[config.mk]
export PLATFORM = sky130hd
export DESIGN_NAME = sram_upload
export DESIGN_NICKNAME = d
export VERILOG_FILES = /design/src/rtl/sram_upload.sv
export SDC_FILE = /design/constraint.sdc
export NUM_CORES = 1
export LEC_CHECK = 0
export CORE_MARGIN = 1
export CORE_UTILIZATION = 38
export CTS_CLUSTER_DIAMETER = 120
export DETAILED_ROUTE_END_ITERATION = 7
export PLACE_DENSITY = 0.84
export SYNTH_ARGS = -nofsm -noshare
export SYNTH_HDL_FRONTEND = slang
export SYNTH_SLANG_ARGS = --single-unit
[constraint.sdc]
create_clock -name CLK -period 3.17 [get_ports CLK]
set_input_delay 0.4755 -clock CLK [delete_from_list [all_inputs] [get_ports CLK]]
set_output_delay 0.4755 -clock CLK [all_outputs]
set_load 0.01 [all_outputs]
[src/rtl/sram_upload.sv]
// Save-RAM uploader: serves cartridge RAM bytes to hps_io on upload.
// Optional autosave on quiet frames: define SRAM_UPLOAD_AUTOSAVE_EN.
module sram_upload #(
    parameter int          ADDR_W          = 13,
    parameter logic [7:0]  SAVE_INDEX      = 8'd1,
    parameter int          AUTOSAVE_FRAMES = 120
) (
    input  logic              CLK,
    input  logic              RESB,
    input  logic              SAVE_TRIG,
    input  logic              VSYNC,
    input  logic              IOCTL_UPLOAD,
    input  logic [7:0]        IOCTL_INDEX,
    input  logic              IOCTL_RD,
    input  logic [24:0]       IOCTL_ADDR,
    output logic [7:0]        IOCTL_DIN,
    output logic              IOCTL_WAIT,
    output logic              UPLOAD_REQ,
    output logic              MEM_RD,
    output logic [ADDR_W-1:0] MEM_ADDR,
    input  logic [7:0]        MEM_DATA,
    input  logic              MEM_VALID,
    input  logic              MEM_WE_SNOOP,
    output logic              DIRTY,
    output logic              BUSY
);

    typedef enum logic [1:0] {IDLE, REQ, ACTIVE, FETCH} state_t;

    state_t              state, state_nxt;
    logic                sel;
    logic                in_range;
    logic                save_go;
    logic                clr_dirty;
    logic [7:0]          din_nxt;
    logic                wait_nxt;
    logic                rd_nxt;
    logic [ADDR_W-1:0]   addr_nxt;

    assign sel      = IOCTL_UPLOAD && (IOCTL_INDEX == SAVE_INDEX);
    assign in_range = (IOCTL_ADDR[24:ADDR_W] == '0);

`ifdef SRAM_UPLOAD_AUTOSAVE_EN
    localparam int CNT_W = $clog2(AUTOSAVE_FRAMES + 1);

    logic [CNT_W-1:0] quiet_cnt;
    logic             vsync_q;
    logic             auto_hit;

    assign auto_hit = (quiet_cnt == CNT_W'(AUTOSAVE_FRAMES));
    assign save_go  = DIRTY && (SAVE_TRIG || auto_hit);

    // Count quiet frames while dirty and idle; any write restarts it.
    always_ff @(posedge CLK or negedge RESB) begin
        if (!RESB) begin
            quiet_cnt <= '0;
            vsync_q   <= 1'b0;
        end else begin
            vsync_q <= VSYNC;
            if (MEM_WE_SNOOP || state != IDLE || !DIRTY)
                quiet_cnt <= '0;
            else if (VSYNC && !vsync_q && !auto_hit)
                quiet_cnt <= quiet_cnt + 1'b1;
        end
    end
`else
    logic unused_vsync;

    assign unused_vsync = VSYNC;
    assign save_go      = DIRTY && SAVE_TRIG;
`endif

    // State and registered ioctl/memory outputs.
    always_ff @(posedge CLK or negedge RESB) begin
        if (!RESB) begin
            state      <= IDLE;
            IOCTL_DIN  <= 8'h00;
            IOCTL_WAIT <= 1'b0;
            MEM_RD     <= 1'b0;
            MEM_ADDR   <= '0;
        end else begin
            state      <= state_nxt;
            IOCTL_DIN  <= din_nxt;
            IOCTL_WAIT <= wait_nxt;
            MEM_RD     <= rd_nxt;
            MEM_ADDR   <= addr_nxt;
        end
    end

    // A write wins over upload completion so no change is lost.
    always_ff @(posedge CLK or negedge RESB) begin
        if (!RESB)
            DIRTY <= 1'b0;
        else if (MEM_WE_SNOOP)
            DIRTY <= 1'b1;
        else if (clr_dirty)
            DIRTY <= 1'b0;
    end

    // Next-state and next-output decode.
    always_comb begin
        state_nxt = state;
        din_nxt   = IOCTL_DIN;
        wait_nxt  = IOCTL_WAIT;
        rd_nxt    = 1'b0;
        addr_nxt  = MEM_ADDR;
        clr_dirty = 1'b0;
        unique case (state)
            IDLE: begin
                if (sel)
                    state_nxt = ACTIVE;
                else if (save_go)
                    state_nxt = REQ;
            end
            REQ: begin
                if (sel)
                    state_nxt = ACTIVE;
            end
            ACTIVE: begin
                if (!sel) begin
                    state_nxt = IDLE;
                    clr_dirty = 1'b1;
                end else if (IOCTL_RD) begin
                    if (in_range) begin
                        rd_nxt    = 1'b1;
                        addr_nxt  = IOCTL_ADDR[ADDR_W-1:0];
                        wait_nxt  = 1'b1;
                        state_nxt = FETCH;
                    end else begin
                        din_nxt = 8'hFF;
                    end
                end
            end
            FETCH: begin
                if (!sel) begin
                    state_nxt = IDLE;
                    wait_nxt  = 1'b0;
                end else if (MEM_VALID) begin
                    din_nxt   = MEM_DATA;
                    wait_nxt  = 1'b0;
                    state_nxt = ACTIVE;
                end
            end
            default: state_nxt = IDLE;
        endcase
    end

    assign UPLOAD_REQ = (state == REQ);
    assign BUSY       = (state != IDLE);

endmodule

==> summary.txt <==
Diodes inserted -> 0
Hold Fails Final Rpt -> 0
Die Area -> 0.003254 mm²
Worst slew pin tran -> 1151 ps
Die height -> 57.04 µm
Cell count after synthesis -> 78
Final setup viols -> 0
Hold Buf Count CTS -> 0
Commonest non-fill, non-tap cell in the layout -> clkdlybuf4s50_1
Later-pin clock latency in the skew report -> 310 ps
Die Width -> 57.04 µm
Register area -> 650.6 µm²
RSZ-0062 raised after global routing -> no
Global router's overall resource usage -> 18.71%
Fin crit share -> 67.13%
Seq/Total Area, Yosys -> 56.52%
Final Non-Filler Cells -> 181
Ports -> 75
Cell Area, Placed -> 0.001881 mm²
Layout cells sized above 1 -> 14.67%
Crit path buf inv count -> 1
Normalized max-slew margin -> 23.01%
P&R area growth vs syn -> 67.93%
Unique cell type count in the Yosys netlist -> 29
# DRC -> 8
Initial antenna violation count -> 0
Highest clock rate -> 0.4699 GHz
CTS tree -> built
First-pass detailed-route iteration total -> 6
DRT Wirelength -> 2894 µm
GR Overflow Total -> 0
First-pass GRT wire length -> 4698 µm
Leakage -> 0.0008651 µW
Total CTS buffers -> 3
Setup crit start kind -> flip-flop
Clock transition at path regs -> 140 ps
Initial core utilization -> 41.03%
Critical Path Max Stage Delay -> 520 ps
Total of max-cap violations -> 0
Setup Skew -> 8.291 ps
Mapped Avg Cell Area -> 14.76 µm²
Most used DFF post-synth -> dfrtp_1
Pin count of the biggest net entering global routing -> 27
Cells after DPL -> 177
Maximum fanout along the worst path -> 10
Clock Tree Buf Depth -> 2
Critical-path top delay cell -> dfrtp_1
Vias post-DR -> 947
Postcts setup bufs -> 0
Routed Antenna Nets -> 0
EDFF count, synth -> 0
Final Max Tran Viols -> 0
I/O Buffers -> 73
DP HPWL -> 2350 µm
Number of H-tree levels -> 1
CTS root buffer -> clkbuf_4
DR WL/cell -> 15.99 µm
Final #Nets -> 200
Core Region -> 0.002805 mm²
Status -> complete, but fails checks
Peak supply drop -> 0.0003168 V
Yosys reg bits -> 26
Critical Path RT -> 2690 ps
Cell Chain, Critical Path -> or2_2, clkdlybuf4s50_1
DR vias/cell -> 5.232
Final instance area -> 0.001933 mm²
Fillers -> 220
HP Class -> reg2reg
Multi-input logic area -> 456.7 µm²
Failing checks -> DRC
Post-Syn Nets -> 127
Commonest cells after routing, fill and taps aside -> clkdlybuf4s50_1, dfrtp_1, mux2_4, o22a_1
Cell Pwr Density -> 323.4 mW/mm²
Crit path max-delay family -> flip-flops
Setup TNS -> 0 ps
Rows -> 19
Vias in the first global route -> 1016
CTS Sinks -> 26
Period minus WS final -> 2128 ps
Post-CTS resize count -> 0
Setup CP Type -> reg2out
Mapped Area -> 0.001151 mm²
Syn. warnings -> 0
Post-synth ARST share -> 100.0%
Worst Path Arrival -> 1650 ps
First DRT Iteration DRCs -> 33
Type of element capturing the critical path -> output port
Gpl congestion -> 0.6729
[cells by family (layout without fill, tap and decap cells)]
family                 Yosys count  in the layout  share of synthesized area (%)
DFF                             26             26                          56.52
muxes                           14             14                          16.85
AOI/OAI and AO/OA               15             15                          10.54
and+or+nand+nor                 17             17                          12.28
buffers and inverters            6             78                          3.804
[worst register-to-register path, stage by stage (launching register included)]
cell     delay [ps]
dfrtp_1         510
nor4_2          310
and4_4          290
nand4_4         300
mux2_4          400
[metal layers]
metal	GRT usage, %	vias up	wire [µm]
met5	0	-	0
met4	6.272	0	56
met3	2.494	6	118
met2	36.64	33	1617
met1	20.53	469	1101
li1	-	439	-
[synth_stat cells, drive strengths merged (2+ instances only)]
cell type | count | share of area, %
nor2b | 2 | 1.1
nor4 | 3 | 2.2
buf | 5 | 3.5
dfrtp | 26 | 57
and4 | 2 | 1.7
a21oi | 2 | 0.87
and3 | 2 | 1.1
nand4 | 2 | 2.4
mux2 | 13 | 16
o22a | 8 | 6.1
[per-stage QoR]
stage               power (µW)  setup WS [ps]  hold WS [ps]  util (%)
finish                   625.1           1042         525.9     68.91
global route             651.0          937.4         546.4     68.91
CTS                      633.9           1018         530.5     68.91
detailed placement       410.8          707.7         496.5     67.04
global placement         408.4          746.1         487.7     67.04
floorplan                343.6           1399         179.9         -
[area by class of cell]
cell class / instances / area share (%)
repair buffers: 73 / 37.80
clock inverters: 1 / 1.553
flip-flops and latches: 26 / 33.66
well taps: 31 / 2.006
clock buffers: 3 / 1.165
multi-input cells: 46 / 23.62
inverters: 1 / 0.1942
[final timing paths]
| kind | startpoint | end | slack, ps | cells past startpoint |
|---|---|---|---|---|
| worst max-delay path | state[1]$_DFFE_PN0P_ | BUSY | 1040 | 2 |
| worst min-delay path | IOCTL_DIN[0]$_DFFE_PN0P_ | IOCTL_DIN[0]$_DFFE_PN0P_ | 530 | 1 |
| worst max register to register | state[0]$_DFFE_PN0P_ | MEM_ADDR[3]$_DFFE_PN0P_ | 1270 | 4 |
| worst min register to register | IOCTL_DIN[0]$_DFFE_PN0P_ | IOCTL_DIN[0]$_DFFE_PN0P_ | 530 | 1 |
| max in group asynchronous | RESB | state[0]$_DFFE_PN0P_ | 1730 | 1 |
| min in group asynchronous | RESB | MEM_ADDR[10]$_DFFE_PN0P_ | 750 | 1 |
[registers in the layout, indices dropped and copies added (netlist names)]
register / cells
DIRTY: 1
IOCTL_DIN: 8
IOCTL_WAIT: 1
MEM_ADDR: 13
MEM_RD: 1
state: 2
[power breakdown]
part           total, µW  internal [µW]  switching [µW]
sequential           332            332           0.369
clock                221            128            93.1
combinational       72.0           53.8            18.2
(Power assumes the default switching activity.)
